## src/rtl/esp_link_tx.sv

```systemverilog
// esp_link_tx: byte-wide FIFO feeding an asynchronous serial framer on the FPGA->ESP line.
// Frame = start bit, 8 data bits LSB first, optional parity bit, 1 or 2 stop bits.
// Port and parameter names match the top_level integration and the esp_sig receive path.
module esp_link_tx #(
    parameter int unsigned CLKS_PER_BIT = 1736,
    parameter int unsigned PARITY       = 0,
    parameter int unsigned STOP_BITS    = 1,
    parameter int unsigned FIFO_DEPTH   = 4
) (
    input  logic       sysclk_200mhz,
    input  logic       sys_rst_n,
    input  logic [7:0] tx_data,
    input  logic       tx_valid,
    output logic       tx_ready,
    output logic       tx_busy,
    output logic       tx_done,
    output logic       esp_tx
);

    localparam int unsigned BW = (CLKS_PER_BIT > 1) ? $clog2(CLKS_PER_BIT) : 1;
    localparam int unsigned PW = (FIFO_DEPTH > 1) ? $clog2(FIFO_DEPTH) : 1;
    localparam int unsigned CW = PW + 1;

    localparam logic [BW-1:0] BaudLast   = BW'(CLKS_PER_BIT - 1);
    localparam logic [BW-1:0] BaudPenult = BW'(CLKS_PER_BIT - 2);
    localparam logic [CW-1:0] CountFull  = CW'(FIFO_DEPTH);
    localparam logic          StopLast   = 1'(STOP_BITS - 1);
    localparam logic          OddParity  = (PARITY == 2);
    localparam logic          HasParity  = (PARITY != 0);

    typedef enum logic [2:0] {
        StIdle,
        StStart,
        StData,
        StParity,
        StStop
    } state_e;

    // FIFO storage and bookkeeping
    logic [7:0]    mem_q [FIFO_DEPTH];
    logic [PW-1:0] wr_q;
    logic [PW-1:0] rd_q;
    logic [CW-1:0] count_q;
    logic          rdy_en_q;

    // Framer state
    state_e        state_q;
    logic [BW-1:0] baud_q;
    logic [2:0]    bit_q;
    logic          stop_q;
    logic [7:0]    shift_q;
    logic          par_q;
    logic          esp_tx_q;
    logic          done_q;

    logic          push;
    logic          pop;
    logic          bit_end;
    logic          stop_end;
    logic          fifo_nonempty;
    logic [7:0]    head;

    // Handshake, pop decision and status derived from registered state only
    always_comb begin
        fifo_nonempty = (count_q != '0);
        bit_end       = (baud_q == BaudLast);
        stop_end      = (state_q == StStop) && bit_end && (stop_q == StopLast);
        pop           = fifo_nonempty && ((state_q == StIdle) || stop_end);
        // rdy_en_q holds tx_ready low through reset and for the reset edge itself
        tx_ready      = rdy_en_q && (count_q != CountFull);
        push          = tx_valid && tx_ready;
        head          = mem_q[rd_q];
        tx_busy       = (state_q != StIdle) || fifo_nonempty;
        tx_done       = done_q;
        esp_tx        = esp_tx_q;
    end

    // FIFO pointers, occupancy count and storage writes
    always_ff @(posedge sysclk_200mhz) begin
        if (!sys_rst_n) begin
            wr_q     <= '0;
            rd_q     <= '0;
            count_q  <= '0;
            rdy_en_q <= 1'b0;
        end else begin
            rdy_en_q <= 1'b1;
            if (push) begin
                mem_q[wr_q] <= tx_data;
                wr_q        <= wr_q + 1'b1;
            end
            if (pop) begin
                rd_q <= rd_q + 1'b1;
            end
            unique case ({push, pop})
                2'b10:   count_q <= count_q + 1'b1;
                2'b01:   count_q <= count_q - 1'b1;
                default: count_q <= count_q;
            endcase
        end
    end

    // Frame sequencer; esp_tx and tx_done are registered so the line never glitches
    always_ff @(posedge sysclk_200mhz) begin
        if (!sys_rst_n) begin
            state_q  <= StIdle;
            baud_q   <= '0;
            bit_q    <= '0;
            stop_q   <= 1'b0;
            shift_q  <= '0;
            par_q    <= 1'b0;
            esp_tx_q <= 1'b1;
            done_q   <= 1'b0;
        end else begin
            done_q <= 1'b0;
            unique case (state_q)
                StIdle: begin
                    esp_tx_q <= 1'b1;
                    if (pop) begin
                        shift_q  <= head;
                        par_q    <= (^head) ^ OddParity;
                        bit_q    <= '0;
                        baud_q   <= '0;
                        esp_tx_q <= 1'b0;
                        state_q  <= StStart;
                    end
                end
                StStart: begin
                    if (bit_end) begin
                        baud_q   <= '0;
                        esp_tx_q <= shift_q[0];
                        state_q  <= StData;
                    end else begin
                        baud_q <= baud_q + 1'b1;
                    end
                end
                StData: begin
                    if (bit_end) begin
                        baud_q <= '0;
                        if (bit_q == 3'd7) begin
                            if (HasParity) begin
                                esp_tx_q <= par_q;
                                state_q  <= StParity;
                            end else begin
                                esp_tx_q <= 1'b1;
                                stop_q   <= 1'b0;
                                state_q  <= StStop;
                            end
                        end else begin
                            bit_q    <= bit_q + 1'b1;
                            shift_q  <= shift_q >> 1;
                            esp_tx_q <= shift_q[1];
                        end
                    end else begin
                        baud_q <= baud_q + 1'b1;
                    end
                end
                StParity: begin
                    if (bit_end) begin
                        baud_q   <= '0;
                        esp_tx_q <= 1'b1;
                        stop_q   <= 1'b0;
                        state_q  <= StStop;
                    end else begin
                        baud_q <= baud_q + 1'b1;
                    end
                end
                StStop: begin
                    if (bit_end) begin
                        baud_q <= '0;
                        if (stop_q == StopLast) begin
                            if (pop) begin
                                // Chain straight into the next start bit, no idle cycle
                                shift_q  <= head;
                                par_q    <= (^head) ^ OddParity;
                                bit_q    <= '0;
                                esp_tx_q <= 1'b0;
                                state_q  <= StStart;
                            end else begin
                                esp_tx_q <= 1'b1;
                                state_q  <= StIdle;
                            end
                        end else begin
                            stop_q <= 1'b1;
                        end
                    end else begin
                        baud_q <= baud_q + 1'b1;
                        // Set one edge early so the pulse lands on the final stop cycle
                        if ((baud_q == BaudPenult) && (stop_q == StopLast)) begin
                            done_q <= 1'b1;
                        end
                    end
                end
                default: begin
                    esp_tx_q <= 1'b1;
                    state_q  <= StIdle;
                end
            endcase
        end
    end

endmodule

```

## config.mk

```make
export PLATFORM = sky130hd
export DESIGN_NAME = esp_link_tx
export DESIGN_NICKNAME = d
export VERILOG_FILES = /design/src/rtl/esp_link_tx.sv
export SDC_FILE = /design/constraint.sdc
export NUM_CORES = 1
export LEC_CHECK = 0
export ABC_AREA = 1
export BUFFER_PORTS_ARGS = -buffer_cell sky130_fd_sc_hd__buf_4
export CAP_MARGIN = 20
export CORE_ASPECT_RATIO = 0.8
export CORE_MARGIN = 1.5
export CORE_UTILIZATION = 65
export DETAILED_ROUTE_END_ITERATION = 8
export PLACE_DENSITY = 0.84
export SYNTH_ARGS = -nofsm -noshare
export SYNTH_HDL_FRONTEND = slang
export SYNTH_SLANG_ARGS = --single-unit
```

## constraint.sdc

```tcl
create_clock -name sysclk_200mhz -period 5.2 [get_ports sysclk_200mhz]
set_input_delay 0.26 -clock sysclk_200mhz [delete_from_list [all_inputs] [get_ports sysclk_200mhz]]
set_output_delay 0.26 -clock sysclk_200mhz [all_outputs]
set_load 0.1 [all_outputs]
```

==> results.ini <==
[outcome]
outcome=completed

[cts]
cts_buffer_depth=2
cts_resized=0
postCtsHoldBufs=0
cts-root-buf=clkbuf_8
htreeDepth=3
post_cts_buffers=0
clkSinkCount=69
clkLatencyLatePin_ps=350
cts_tree=done
cts_made_buffers=9
clk_pin_slew_ps=80

[timing]
slew_headroom_pct=45.2
skew_ps=12.7
finalWorstSetupSlack_ps=2810
finalSetupViolations=0
grt_setup_unrepaired=no
max_freq_ghz=0.418
slew_viol_final=0
worst_pin_slew_ps=821
min_period_over_period_pct=46.0
setup_tns_ps=0
post-route-min-period_ps=2390
hold_violations=0

[detailed_routing]
vias=2440
routed_wl_microns=6200
wl_per_cell_microns=13.6
drt_iter0_drc=165
drcViolationCount=0
drt_first_pass_iters=4
viasPerCell=5.37
ant_nets=0

[critical_path]
critical_path_required_ps=5490
cp.depth=13
startpoint_type=flip-flop
crit_family=adder cells
r2r_cells=13
path_buf_inv=2
crit_slowest_cell=fa_1
cp_slowest_stage_delay_ps=400
critPathMaxFanout=8
criticalPathCategory=flip-flop to flip-flop
end_kind=flip-flop
critPathArrivalTime_ps=2680
worstPathCellList=ha_1, inv_1, nor2_2, nand3_2, nand2_2, nand2_4, inv_1, ha_1, fa_1, a21oi_1, o21a_1, o21ai_0, a21oi_1

[layout]
area_delta_synth_final_pct=8.13
layout-drive-gt1-share_pct=23.2
nFillCells=374
fin_nets=408
antennaDiodeCount=0
multi_input_area_sq_um=1430
final_common_cell=nand2_1
seq_area_sq_um=1700
layout_common_cells=93 x nand2_1, 37 x dfxtp_1, 32 x edfxtp_1

[yosys]
yosys-top-cells-area=edfxtp_1 28%, dfxtp_1 22%, nand2_1 10%
syn_avg_cell_area_sq_um=9.05
synth_seq_area_share_pct=50.3
synth_top_cell_by_area=edfxtp_1
yosys.cell_types.count=34
synthCells=374
synthesis.nets=395
synth_top_area_share_pct=28.4
syn_area_sq_um=3380
synth.ff_latch_count=69
ys.warnings.count=0

[pwr]
powerDensity_nw_per_um2=582
leakagePower_nw=1.45
ir_drop_mv=0.362

[die]
die_x_microns=83.7
row_count=23
fp.dieH_microns=67.5
start_util_pct=67.6
core-area_sq_um=5010
pin_count=15
dieArea_sq_um=5650

[placed_design]
pre_cts_ws_ps=2930
place.gp.congestion=0.878
portBuffers=14
place_hpwl_microns=4090

[hold_path]
whs_path_depth=1
hp-class=input pin to flip-flop

[global_routing]
grt_pass1_vias=2272
overflow=0
antenna_found_initial=0
grt_max_degree=26
gr-usage-all-layers_pct=24.1
grt_first_pass_wirelength_microns=10400

[flow_run]
drv_cap=0

[report_power, final]
group	internal [mW]	switching (mW)
combinational	0.303	0.644
sequential	0.640	0.0787
clock	0.267	0.197
[metrics by stage]
| step | power, mW | instances | hold WS [ps] | utilization [%] | area (sq um) |
|---|---|---|---|---|---|
| floorplan | 1.60 | 374 | 288 | - | 3380 |
| global placement | 1.63 | 438 | 434 | 68.8 | 3450 |
| detailed placement | 1.66 | 438 | 462 | 68.8 | 3450 |
| CTS | 2.14 | 454 | 97.9 | 73.1 | 3660 |
| global route | 2.28 | 454 | 104 | 73.1 | 3660 |
| finish | 2.13 | 454 | 116 | 73.1 | 3660 |
[logic make-up after synthesis]
family	share of synthesized area, %
compound gates	9.46
xor+xnor	0.259
fa+ha+maj	3.92
buf+inv	7.47
flops	50.3
simple gates	28.6
[layout make-up]
class / count / share of cell area [%]
Multi-Input combinational cell: 258 / 39.1
Clock inverter: 7 / 2.46
Timing Repair Buffer: 14 / 2.87
Sequential cell: 69 / 46.5
Inverter: 35 / 3.59
Clock buffer: 9 / 3.38
Tap cell: 62 / 2.12
[metal layers]
layer | part of all wire, % | vias to the layer above | wire [microns] | GRT usage [%]
met4 | 0.68 | 0 | 42 | 7.79
li1 | - | 1251 | - | -
met5 | 0 | - | 0 | 0
met3 | 4.3 | 4 | 265 | 6.97
met2 | 49 | 42 | 3020 | 39.6
met1 | 46 | 1143 | 2870 | 31.4
[worst paths after layout]
check / start / endpoint / slack (ps)
worst max-delay path: baud_q[1] / count_q[2] / 2810
worst min-delay path: tx_data[1] / mem_q[2][1] / 120
worst max register to register: baud_q[1] / count_q[2] / 2810
worst min register to register: baud_q[7] / baud_q[7] / 470
[sequential cells by signal, indices dropped and copies added, names as in the netlist, 2 cells and up, named ones only]
signal   count
bit_q        3
mem_q       32
rd_q         2
shift_q      8
state_q      3
baud_q      11
wr_q         2
count_q      3
[cells in the mapped netlist (all sizes together)]
cell,count
nor4,1
nor2,42
nand2,104
nor3b,1
a21oi,30
ha,9
clkbuf,3
buf,9
edfxtp,32
nand3,34
o21a,1
dfxtp,37
nand4,5
fa,1
o21ai,20
o21bai,1
or2,2
a31oi,1
nor3,5
inv,35
xor2,1
(Power assumes the default switching activity.)
